File: src/rtl/mem_stage_lsu.sv
// MEM-stage load/store unit: issues data-bus accesses, formats store lanes,
// extracts and extends load data, and stalls the pipeline until the access
// completes, is abandoned by timeout, or is rejected as misaligned.
module mem_stage_lsu #(
    parameter int unsigned TIMEOUT = 255
) (
    input  logic        clk,
    input  logic        reset,
    input  logic        mem_read_in,
    input  logic        mem_write_in,
    input  logic [1:0]  size_in,
    input  logic        unsigned_in,
    input  logic [31:0] addr_in,
    input  logic [31:0] store_data_in,
    output logic        stall_out,
    output logic [31:0] read_data_out,
    output logic        misaligned_out,
    output logic        bus_err_out,
    output logic        bus_req,
    output logic        bus_we,
    output logic [31:0] bus_addr,
    output logic [31:0] bus_wdata,
    output logic [3:0]  bus_be,
    input  logic        bus_ack,
    input  logic [31:0] bus_rdata
);

    localparam logic [1:0] ST_IDLE = 2'd0;
    localparam logic [1:0] ST_BUSY = 2'd1;
    localparam logic [1:0] ST_DONE = 2'd2;

    // Counter value on which the last permitted BUSY cycle runs.
    localparam logic [7:0] CNT_LAST = 8'(TIMEOUT - 1);

    logic [1:0]  state_q, state_d;
    logic [7:0]  cnt_q, cnt_d;
    logic [31:0] rdata_q, rdata_d;
    logic        err_q, err_d;
    logic        req_q, req_d;
    logic        we_q, we_d;
    logic [31:0] addr_q, addr_d;
    logic [31:0] wdata_q, wdata_d;
    logic [3:0]  be_q, be_d;

    logic        op;
    logic        mis;
    logic [31:0] st_wdata;
    logic [3:0]  st_be;
    logic [31:0] ld_data;

    // Pick the addressed lane of the returned word and extend it to 32 bits.
    function automatic logic [31:0] fmt_load(input logic [31:0] word,
                                             input logic [1:0]  a,
                                             input logic [1:0]  sz,
                                             input logic        uns);
        logic [7:0]  b;
        logic [15:0] h;
        b = 8'(word >> {a, 3'b000});
        h = a[1] ? word[31:16] : word[15:0];
        case (sz)
            2'b00:   fmt_load = uns ? {24'd0, b} : {{24{b[7]}}, b};
            2'b01:   fmt_load = uns ? {16'd0, h} : {{16{h[15]}}, h};
            default: fmt_load = word;
        endcase
    endfunction

    assign op  = mem_read_in | mem_write_in;
    assign mis = ((size_in == 2'b01) & addr_in[0]) |
                 (size_in[1] & (addr_in[1:0] != 2'b00));

    assign misaligned_out = op & mis & (state_q == ST_IDLE);
    assign stall_out      = op & ~mis & (state_q != ST_DONE);

    // Store lane replication and byte enables; loads always enable all lanes.
    always_comb begin
        st_wdata = store_data_in;
        st_be    = 4'b1111;
        if (mem_write_in) begin
            case (size_in)
                2'b00: begin
                    st_wdata = {4{store_data_in[7:0]}};
                    st_be    = 4'b0001 << addr_in[1:0];
                end
                2'b01: begin
                    st_wdata = {2{store_data_in[15:0]}};
                    st_be    = addr_in[1] ? 4'b1100 : 4'b0011;
                end
                default: begin
                    st_wdata = store_data_in;
                    st_be    = 4'b1111;
                end
            endcase
        end
    end

    assign ld_data = fmt_load(bus_rdata, addr_in[1:0], size_in, unsigned_in);

    // Access sequencing: IDLE launches, BUSY waits for ack or timeout, DONE releases.
    always_comb begin
        state_d = state_q;
        cnt_d   = cnt_q;
        rdata_d = rdata_q;
        err_d   = err_q;
        req_d   = req_q;
        we_d    = we_q;
        addr_d  = addr_q;
        wdata_d = wdata_q;
        be_d    = be_q;
        case (state_q)
            ST_IDLE: begin
                err_d = 1'b0;
                if (op && !mis) begin
                    req_d   = 1'b1;
                    we_d    = mem_write_in;
                    addr_d  = {addr_in[31:2], 2'b00};
                    wdata_d = st_wdata;
                    be_d    = st_be;
                    cnt_d   = 8'd0;
                    state_d = ST_BUSY;
                end
            end
            ST_BUSY: begin
                if (bus_ack) begin
                    req_d   = 1'b0;
                    rdata_d = mem_write_in ? 32'd0 : ld_data;
                    err_d   = 1'b0;
                    state_d = ST_DONE;
                end else if (cnt_q == CNT_LAST) begin
                    req_d   = 1'b0;
                    rdata_d = 32'd0;
                    err_d   = 1'b1;
                    state_d = ST_DONE;
                end else begin
                    cnt_d = cnt_q + 8'd1;
                end
            end
            ST_DONE: begin
                err_d   = 1'b0;
                state_d = ST_IDLE;
            end
            default: begin
                req_d   = 1'b0;
                err_d   = 1'b0;
                state_d = ST_IDLE;
            end
        endcase
    end

    // State and bus registers; reset abandons any access in flight.
    always_ff @(posedge clk) begin
        if (reset) begin
            state_q <= ST_IDLE;
            cnt_q   <= 8'd0;
            rdata_q <= 32'd0;
            err_q   <= 1'b0;
            req_q   <= 1'b0;
            we_q    <= 1'b0;
            addr_q  <= 32'd0;
            wdata_q <= 32'd0;
            be_q    <= 4'd0;
        end else begin
            state_q <= state_d;
            cnt_q   <= cnt_d;
            rdata_q <= rdata_d;
            err_q   <= err_d;
            req_q   <= req_d;
            we_q    <= we_d;
            addr_q  <= addr_d;
            wdata_q <= wdata_d;
            be_q    <= be_d;
        end
    end

    assign read_data_out = rdata_q;
    assign bus_err_out   = err_q;
    assign bus_req       = req_q;
    assign bus_we        = we_q;
    assign bus_addr      = addr_q;
    assign bus_wdata     = wdata_q;
    assign bus_be        = be_q;

endmodule

File: config.mk
export PLATFORM = sky130hd
export DESIGN_NAME = mem_stage_lsu
export DESIGN_NICKNAME = d
export VERILOG_FILES = /design/src/rtl/mem_stage_lsu.sv
export SDC_FILE = /design/constraint.sdc
export NUM_CORES = 1
export LEC_CHECK = 0
export BUFFER_PORTS_ARGS = -buffer_cell sky130_fd_sc_hd__buf_4
export CAP_MARGIN = 20
export CORE_MARGIN = 2
export CORE_UTILIZATION = 43
export CTS_CLUSTER_DIAMETER = 200
export CTS_CLUSTER_SIZE = 20
export DETAILED_ROUTE_END_ITERATION = 7
export PLACE_DENSITY_LB_ADDON = 0.25
export SETUP_SLACK_MARGIN = 0.1
export SLEW_MARGIN = 0
export SYNTH_ARGS = -nofsm -noshare
export SYNTH_HDL_FRONTEND = slang
export SYNTH_SLANG_ARGS = --single-unit
File: constraint.sdc
create_clock -name clk -period 1.85 [get_ports clk]
set_clock_uncertainty 0.1 [all_clocks]
set_input_delay 0.185 -clock clk [delete_from_list [all_inputs] [get_ports clk]]
set_output_delay 0.185 -clock clk [all_outputs]
set_load 0.01 [all_outputs]
==> impl_metrics.py, run 1 <==
metrics = {
    "power": {
        "seqPwrFrac": 0.501,
        "p_per_area_mw_per_mm2": 699,
        "swShare": 0.280,
        "p_int_mw": 3.75,
        "p_clk_frac": 0.258,
        "power_switching_mw": 1.46,
        "leakage_nw": 3.30,
        "p_comb_frac": 0.241,
        "vdd_drop_max_mv": 0.472,
    },
    "timing": {
        "min_period_ns": 1.72,
        "setup_ws_ns": 0.135,
        "max_slew_margin": 0.591,
        "worst_slew_pin_slew_ns": 0.613,
        "rsz0062_at_grt": "yes",
        "hold_viol_final": 0,
        "final.setup.tns_ns": 0,
        "drv_slew": 0,
        "max_freq_mhz": 583,
        "setup_viol": 0,
        "timing.final.crit_share": 0.927,
    },
    "critical_path": {
        "slowest_delay_ns": 0.37,
        "cp-start-kind": "register",
        "cp.arrival_ns": 1.87,
        "slowest_stage": "dfxtp_4",
        "path_cells": "inv_2 > ha_4 > nand3_4 > o21bai_4 > a21oi_4 > buf_12 > a221o_1",
        "reg2reg_depth": 7,
        "worstPathRequired_ns": 2.00,
        "cp-end-kind": "register",
        "crit_fanout": 16,
        "setup.worst_path.class": "reg2reg",
    },
    "yosys": {
        "netlist_area_mm2": 0.00473,
        "synthArstFlopShare": 0,
        "ys_seq_area_frac": 0.470,
        "yosysMostFrequentCell": "nand2_1",
        "postSynthAreaPerCell_um2": 8.71,
        "netlist.area_leader.share": 0.470,
        "synth_area_leaders": "dfxtp_1, nand2_1, a21oi_1, mux2i_1, a221o_1",
        "synth_common_cells": "nand2_1, dfxtp_1, a21oi_1, nor2_1, clkbuf_1",
        "synth_cell_types": 44,
        "ys_seq_elements": 111,
        "netlist_instances": 543,
        "ys_warn_count": 0,
        "synthFlopType": "dfxtp_1",
        "synth_edf_count": 0,
        "synth_top_area_cell": "dfxtp_1",
    },
    "clock_tree": {
        "cts_root_buf": "clkbuf_8",
        "clockBufferDepth": 2,
        "htreeDepth": 3,
        "tritoncts": "yes",
        "clk_transition_reported_paths_ns": 0.10,
        "cts.sinks": 111,
        "clkLatencyLatePin_ns": 0.36,
        "cts_buffers": 9,
    },
    "route": {
        "drt_iter0_drc": 310,
        "drt-pass1-iter-count": 4,
        "postRouteAntennaNets": 0,
        "drc_errors": 0,
        "num_vias": 5013,
        "wl_per_cell_um": 16.3,
        "wl_um": 15500,
        "via_per_inst": 5.28,
    },
    "global_routing": {
        "grt_pass1_wl_um": 23200,
        "grt_overflow_total": 0,
        "grt_max_degree": 80,
        "track_usage": 0.247,
        "antenna_found_initial": 0,
        "grt_pass1_vias": 4781,
    },
    "placement": {
        "portBuffers": 206,
        "dp_hpwl_um": 10100,
        "placedCellCount": 869,
        "place_ws_ns": -0.00470,
        "postPlaceCellArea_mm2": 0.00652,
        "finalWeightedCongestion": 0.883,
    },
    "hold_path": {
        "hold_depth": 3,
        "min_path_type": "in2reg",
    },
    "floorplan": {
        "fp-row-count": 38,
        "io_pins": 209,
        "die_area_mm2": 0.0119,
        "die_w_um": 109,
        "core_mm2": 0.0108,
        "start_util": 0.438,
        "die_y_um": 109,
    },
    "layout": {
        "final_layout_size_suffix_gt1_frac": 0.344,
        "fin_util": 0.691,
        "insertedDiodeCount": 0,
        "final-instance-count-excl-fill": 949,
        "areaGrowthSynthToFinish_pct": 57.6,
        "layout.nets": 910,
        "final_area_mm2": 0.00745,
    },
    "job": {
        "max_cap_viol_count": 0,
    },
    "run_status": {
        "status": "complete, no violations",
    },
}
## placed cells by master, fill, tap and decap left out, types with 2 or more instances in the layout
cell and n:
dfxtp_1 109, buf_6 2, o21ai_0 9, buf_4 227, and3_1 4, nor3_1 3
nand2b_1 18, conb_1 2, a32o_1 8, mux2_2 9, mux2i_1 25, a21o_1 2
o2bb2ai_1 7, a211oi_1 10, inv_1 4, buf_12 5, clkbuf_8 11, nor2b_2 2
dlygate4sd3_1 58, a221o_1 16, nor2_1 29, xor2_1 3, clkinv_2 2, clkbuf_1 2
a21oi_1 58, xnor2_1 2, nor2b_1 7, a311oi_1 3, o211ai_1 19, nand2_1 124
## logic make-up after synthesis
family | count (synthesis) | share of synthesized area
xor+xnor | 5 | 0.00926
other cells | 1 | 0.000793
mux | 35 | 0.0791
simple gates | 198 | 0.181
flops | 111 | 0.470
compound gates | 141 | 0.209
fa+ha+maj | 2 | 0.00529
buf+inv | 50 | 0.0450
## power by group through the flow
stage          sequential [mW]  clock, mW  combinational [mW]
3_5_place_dp              2.66          0                1.09
2_1_floorplan             2.72          0               0.467
6_report                  2.61       1.34                1.25
5_1_grt                   2.62       1.48                1.36
4_1_cts                   2.61       1.38                1.21
3_3_place_gp              2.65          0                1.07
## repair_timing
item                       in CTS  in global routing
hold endpoints to repair       58                  0
setup endpoints to repair      18                 66
hold buffers                   58                  0
pin swaps                       2                  6
cloned                          1                  2
setup buffers                   0                  3
gates resized for setup         8                 11
## area by class of cell
cell class              count  area (um^2)
clock inverters             3         17.5
clock buffers              13          159
flip-flops and latches    111         2230
fillers                   851         3340
inverters                   5         18.8
multi-input cells         383         2390
well taps                 140          175
repair buffers            294         2460
## critical path: cells and delay by family (launching register included)
family	cells	cell delay, ns
AOI/OAI and AO/OA	3	0.64
adders and majority gates	1	0.16
buffers and inverters	2	0.24
and+or+nand+nor	1	0.09
DFF	1	0.37
## metal layers
metal  track usage  vias up  routed length [um]
met3        0.0610       33                1030
met4        0.0925        0                 369
li1              -     2415                   -
met5             0        -                   0
met2         0.426      209                7710
met1         0.296     2356                6350
## state kept, by name (all words and copies together), names as in the netlist
signal         count
read_data_out     32
bus_req            1
state_q            2
bus_be             4
bus_addr          30
bus_wdata         32
cnt_q              8
bus_err_out        1
bus_we             1
## through the flow
stage                     total power, mW  hold slack, ns
final                                5.21          0.0213
after global routing                 5.46          0.0301
after CTS                            5.20         0.00409
after detailed placement             3.75           0.325
after global placement               3.73           0.322
after floorplan                      3.18           0.221
## path summary, 6_finish.rpt
path | start | endpoint | slack, ns
worst min-delay path | bus_rdata[5] | read_data_out[5] | 0.02
worst max register to register | cnt_q[0] | read_data_out[31] | 0.13
worst max-delay path | cnt_q[0] | read_data_out[31] | 0.13
worst min register to register | bus_wdata[25] | bus_wdata[25] | 0.36
Note: power is estimated with default switching activity, not from simulation.
==> inputs of run 2 (changes only) <==
--- a/config.mk
+++ b/config.mk
@@ -7,13 +7,16 @@
 export LEC_CHECK = 0
 export BUFFER_PORTS_ARGS = -buffer_cell sky130_fd_sc_hd__buf_4
 export CAP_MARGIN = 20
+export CELL_PAD_IN_SITES_DETAIL_PLACEMENT = 0
+export CELL_PAD_IN_SITES_GLOBAL_PLACEMENT = 1
 export CORE_MARGIN = 2
-export CORE_UTILIZATION = 43
+export CORE_UTILIZATION = 30
 export CTS_CLUSTER_DIAMETER = 200
 export CTS_CLUSTER_SIZE = 20
 export DETAILED_ROUTE_END_ITERATION = 7
 export PLACE_DENSITY_LB_ADDON = 0.25
 export SETUP_SLACK_MARGIN = 0.1
+export SKIP_LAST_GASP = 1
 export SLEW_MARGIN = 0
 export SYNTH_ARGS = -nofsm -noshare
 export SYNTH_HDL_FRONTEND = slang
==> run 2 against run 1 <==
Wire length increased by 5.4%. Setup slack improved by 0.019 ns. Total power increased by 16%. Critical path depth unchanged. Hold slack got worse by 0.0081 ns. Sequential cell count unchanged. Sequential power about the same. Cell count increased by 6.6%. Count of clock-buffer cells in the layout decreased by 3. Register-to-register slack improved by 0.02 ns. Critical path type unchanged. Critical endpoint is now read_data_out[28].
==> impl_metrics.py, run 2 (same netlist as run 1, synthesis figures left out) <==
metrics = {
    "run_status": {
        "status": "complete, no violations",
    },
    "layout": {
        "final_layout_size_suffix_gt1_frac": 0.346,
        "fin_util": 0.498,
        "insertedDiodeCount": 0,
        "areaGrowthSynthToFinish_pct": 61.2,
        "fill_cells": 1465,
        "final_common_cell": "buf_4",
        "final-instance-count-excl-fill": 1012,
        "mostFrequentLayoutCells": "buf_4, nand2_1, dfxtp_1",
        "layout.nets": 904,
    },
    "power": {
        "finalPower_mw": 6.07,
        "leakage_nw": 3.34,
        "vdd_drop_max_mv": 0.581,
        "p_per_area_mw_per_mm2": 796,
    },
    "clock_tree": {
        "clk_transition_reported_paths_ns": 0.07,
        "clockBufferDepth": 2,
        "htreeDepth": 3,
        "cts_root_buf": "clkbuf_16",
        "cts_buffers": 9,
        "clkLatencyLatePin_ns": 0.35,
        "cts.sinks": 111,
        "tritoncts": "yes",
    },
    "route": {
        "drc_errors": 0,
        "route.met3.wl_um": 1240,
        "drt-pass1-iter-count": 4,
        "wl_um": 16300,
        "postRouteAntennaNets": 0,
        "top_layer_used": "met4",
        "num_vias": 4914,
        "met2_length_um": 7920,
        "wl_per_cell_um": 16.1,
        "via_per_inst": 4.86,
        "drt_iter0_drc": 338,
        "drt-met1-wl_um": 6910,
    },
    "timing": {
        "timing.final.crit_share": 0.917,
        "max_slew_margin": 0.614,
        "drv_slew": 0,
        "final.setup.tns_ns": 0,
        "setup_viol": 0,
        "hold_viol_final": 0,
        "worst_slew_pin_slew_ns": 0.580,
        "max_freq_mhz": 590,
        "whs_ns": 0.0132,
        "min_period_ns": 1.70,
        "rsz0062_at_grt": "yes",
    },
    "placement": {
        "dp_hpwl_um": 10900,
        "finalWeightedCongestion": 0.801,
        "portBuffers": 206,
        "placedCellCount": 939,
    },
    "critical_path": {
        "worstPathRequired_ns": 1.99,
        "cp-end-kind": "register",
        "reg2reg_depth": 7,
        "cp.arrival_ns": 1.84,
        "cp-start-kind": "register",
        "setup.worst_path.class": "reg2reg",
        "crit_fanout": 8,
    },
    "hold_path": {
        "min_path_type": "in2reg",
        "hold_depth": 3,
    },
    "floorplan": {
        "die_y_um": 130,
        "core_mm2": 0.0153,
        "fp-row-count": 45,
        "io_pins": 209,
        "die_area_mm2": 0.0168,
        "die_w_um": 130,
        "start_util": 0.309,
    },
    "global_routing": {
        "track_usage": 0.182,
        "antenna_found_initial": 0,
        "grt_overflow_total": 0,
        "grt_pass1_vias": 4688,
        "grt_pass1_wl_um": 24000,
        "grt_max_degree": 67,
    },
    "job": {
        "max_cap_viol_count": 0,
    },
}
run 2: final timing paths:
check                                       from                end  slack [ns]
worst min-delay path            store_data_in[5]       bus_wdata[5]        0.01
worst max-delay path                    cnt_q[0]  read_data_out[28]        0.15
worst min register to register      bus_wdata[9]       bus_wdata[9]        0.35
worst max register to register          cnt_q[0]  read_data_out[28]        0.15
run 2: report_power, final:
| group | total, mW | switching [mW] | internal (mW) | leakage, nW |
|---|---|---|---|---|
| clock | 2.22 | 0.875 | 1.34 | 0.164 |
| sequential | 2.61 | 0.0771 | 2.53 | 0.907 |
| combinational | 1.24 | 0.599 | 0.641 | 2.27 |
run 2: what timing repair did:
item	CTS	global route
endpoints found under the setup margin	17	53
hold endpoints to repair	53	0
hold buffers	53	0
gates cloned	0	4
gates resized for setup	3	12
buffers inserted	0	2
pin swaps	1	6
run 2: metrics by stage:
step | cell area [um^2] | setup WS, ns
6_report | 7620 | 0.154
5_1_grt | 7620 | 0.0721
4_1_cts | 7470 | 0.0925
3_5_place_dp | 6590 | -0.0563
3_3_place_gp | 6590 | 0.0233
2_1_floorplan | 4760 | 0.105
run 2: layout make-up:
type	count	area, um^2	share of cell area
clock inverter	4	95.1	0.0125
sequential	111	2230	0.292
inverter	5	18.8	0.00246
tap	211	264	0.0346
clock buffer	10	239	0.0313
timing repair buffer	288	2400	0.315
multi-input combinational	383	2380	0.312
run 2: metal layers:
layer,track usage,up-vias
met5,0,-
met1,0.221,2318
met4,0.0487,0
met2,0.308,176
li1,-,2405
met3,0.0632,15
run 2: critical path: stages, from the launching register on:
cell and delay [ns]:
dfxtp_1 0.32, inv_2 0.08, ha_4 0.15, nand3_4 0.09
o21bai_4 0.18, a21oi_4 0.12, clkbuf_16 0.21, a221o_1 0.34
==> inputs of run 3 (changes only) <==
--- a/config.mk
+++ b/config.mk
@@ -9,12 +9,12 @@
 export CAP_MARGIN = 20
 export CELL_PAD_IN_SITES_DETAIL_PLACEMENT = 0
 export CELL_PAD_IN_SITES_GLOBAL_PLACEMENT = 1
-export CORE_MARGIN = 2
 export CORE_UTILIZATION = 30
 export CTS_CLUSTER_DIAMETER = 200
 export CTS_CLUSTER_SIZE = 20
 export DETAILED_ROUTE_END_ITERATION = 7
 export PLACE_DENSITY_LB_ADDON = 0.25
+export REMOVE_ABC_BUFFERS = 1
 export SETUP_SLACK_MARGIN = 0.1
 export SKIP_LAST_GASP = 1
 export SLEW_MARGIN = 0
==> run 3 against run 2 <==
Via count is 0.53% lower. Setup slack got worse by 0.061 ns. Critical path type is now reg2out. Register-to-register slack gained 0.03 ns. Fmax down 3.5%. Clock power is 9.0% lower. Critical endpoint is now misaligned_out. Largest cell class is now multi-input combinational cells. Sequential power about the same. Critical path depth shrank 4. Wire length fell by 5.4%. Count of clock-buffer cells in the layout up 2. Die area decreased by 3.1%.
==> impl_metrics.py, run 3 (same netlist as run 1, synthesis figures left out) <==
metrics = {
    "run_status": {
        "status": "complete, no violations",
    },
    "power": {
        "vdd_drop_max_mv": 0.453,
        "p_comb_frac": 0.208,
        "finalPower_mw": 5.84,
        "leakage_nw": 3.30,
        "p_per_area_mw_per_mm2": 775,
        "power_switching_mw": 1.55,
        "swShare": 0.265,
        "p_int_mw": 4.30,
        "p_clk_frac": 0.346,
        "seqPwrFrac": 0.446,
    },
    "critical_path": {
        "reg2reg_depth": 4,
        "setup.worst_path.class": "reg2out",
        "cp-end-kind": "output port",
        "path_buf_inv": 2,
        "cp-start-kind": "register",
        "critical_path.top_delay_family": "simple AND/OR/NAND/NOR gates",
        "cp.arrival_ns": 1.47,
        "crit_fanout": 4,
        "r2r_start": "state_q[1]",
        "worstPathRequired_ns": 1.56,
        "r2r_slack_ns": 0.18,
        "worst_path_most_repeated_cell": "buf_4",
        "path_cells": "buf_4 > nor4_2 > buf_4",
        "slowest_stage": "nor4_2",
        "slowest_delay_ns": 0.41,
        "reg2reg_to": "cnt_q[7]",
    },
    "floorplan": {
        "start_util": 0.309,
        "die_y_um": 128,
        "core_mm2": 0.0153,
        "die_w_um": 128,
        "fp-row-count": 45,
        "die_area_mm2": 0.0163,
        "io_pins": 209,
    },
    "layout": {
        "fin_util": 0.492,
        "insertedDiodeCount": 0,
        "final_common_cell": "buf_4",
        "fill_cells": 1516,
        "layout.nets": 905,
        "areaGrowthSynthToFinish_pct": 59.4,
        "final_layout_size_suffix_gt1_frac": 0.346,
        "final_area_mm2": 0.00754,
        "regArea_mm2": 0.00223,
        "multiInputGateArea_mm2": 0.00237,
        "mostFrequentLayoutCells": "buf_4, nand2_1, dfxtp_1",
    },
    "clock_tree": {
        "cts.sinks": 111,
        "clockBufferDepth": 2,
        "tritoncts": "yes",
        "cts_buffers": 9,
        "clkLatencyLatePin_ns": 0.35,
        "clk_transition_reported_paths_ns": 0.07,
        "htreeDepth": 3,
        "cts_root_buf": "clkbuf_16",
    },
    "hold_path": {
        "min_path_type": "in2reg",
        "whs_endpoint": "read_data_out[0]",
        "hold_depth": 3,
        "holdCritStartpoint": "bus_rdata[0]",
    },
    "route": {
        "wl_per_cell_um": 15.2,
        "postRouteAntennaNets": 0,
        "drc_errors": 0,
        "via_per_inst": 4.82,
        "drt_iter0_drc": 246,
        "num_vias": 4888,
        "wl_um": 15400,
        "drt-pass1-iter-count": 4,
    },
    "placement": {
        "postPlaceCellArea_mm2": 0.00660,
        "finalWeightedCongestion": 0.797,
        "portBuffers": 206,
        "dp_hpwl_um": 10700,
    },
    "global_routing": {
        "grt_pass1_wl_um": 23900,
        "grt_overflow_total": 0,
        "antenna_found_initial": 0,
        "grt_pass1_vias": 4801,
        "track_usage": 0.187,
        "grt_max_degree": 60,
    },
    "timing": {
        "rsz0062_at_grt": "yes",
        "hold_viol_final": 0,
        "drv_slew": 0,
        "setup_viol": 0,
        "max_freq_mhz": 569,
        "timing.final.crit_share": 0.950,
        "min_period_ns": 1.76,
    },
    "job": {
        "max_cap_viol_count": 0,
    },
}
run 3: worst max path at each step:
| stage | cells past startpoint | slack [ns] | start | to |
|---|---|---|---|---|
| after global routing | 3 | 0.04 | state_q[1] | misaligned_out |
| after CTS | 4 | 0.06 | state_q[0] | stall_out |
| after floorplan | 4 | -1.23 | addr_in[1] | bus_wdata[10] |
| after global placement | 6 | 0.05 | addr_in[1] | bus_be[3] |
| after detailed placement | 6 | 0.001 | addr_in[1] | bus_wdata[20] |
| final | 3 | 0.09 | state_q[1] | misaligned_out |
run 3: routing by layer:
metal / track usage / vias to the layer above / share of wire
li1: - / 2413 / -
met4: 0.0581 / 0 / 0.015
met3: 0.0465 / 14 / 0.052
met1: 0.224 / 2311 / 0.43
met2: 0.329 / 150 / 0.50
met5: 0 / - / 0
run 3: final cells by class:
type | count | area share
inverters | 5 | 0.00249
flip-flops and latches | 111 | 0.295
repair buffers | 289 | 0.312
well taps | 211 | 0.0350
multi-input cells | 383 | 0.314
clock buffers | 12 | 0.0340
clock inverters | 4 | 0.00697
run 3: worst reg2reg max path, cell delays in order (launching register included):
cell and delay, ns:
dfxtp_1 0.34, or3b_2 0.52, nor3_2 0.28, a31oi_1 0.12
a211oi_1 0.22
run 3: power groups by stage:
stage,Clock (mW),Combinational [mW],Sequential (mW)
finish,2.02,1.21,2.61
floorplan,0,0.398,2.72
CTS,2.10,1.20,2.61
detailed placement,0,1.10,2.66
global placement,0,1.08,2.66
global route,2.19,1.32,2.63
run 3: repair_timing:
action / in CTS / in global routing
pin swaps: 0 / 2
buffers inserted: 0 / 2
gates cloned: 0 / 1
hold buffers: 54 / 0
resized for setup: 7 / 10
endpoints found under the hold margin: 54 / 0
setup endpoints to repair: 19 / 48
run 3: metrics by stage:
step | TNS (ns) | setup slack (ns) | hold WS (ns) | std cells
after global routing | 0 | 0.0396 | 0.0296 | 1015
final | 0 | 0.0931 | 0.0249 | 1015
after CTS | 0 | 0.0646 | 0.0159 | 1012
after detailed placement | 0 | 0.00146 | 0.317 | 942
after global placement | 0 | 0.0515 | 0.318 | 942
after floorplan | -100.80 | -1.23 | 0.154 | 499
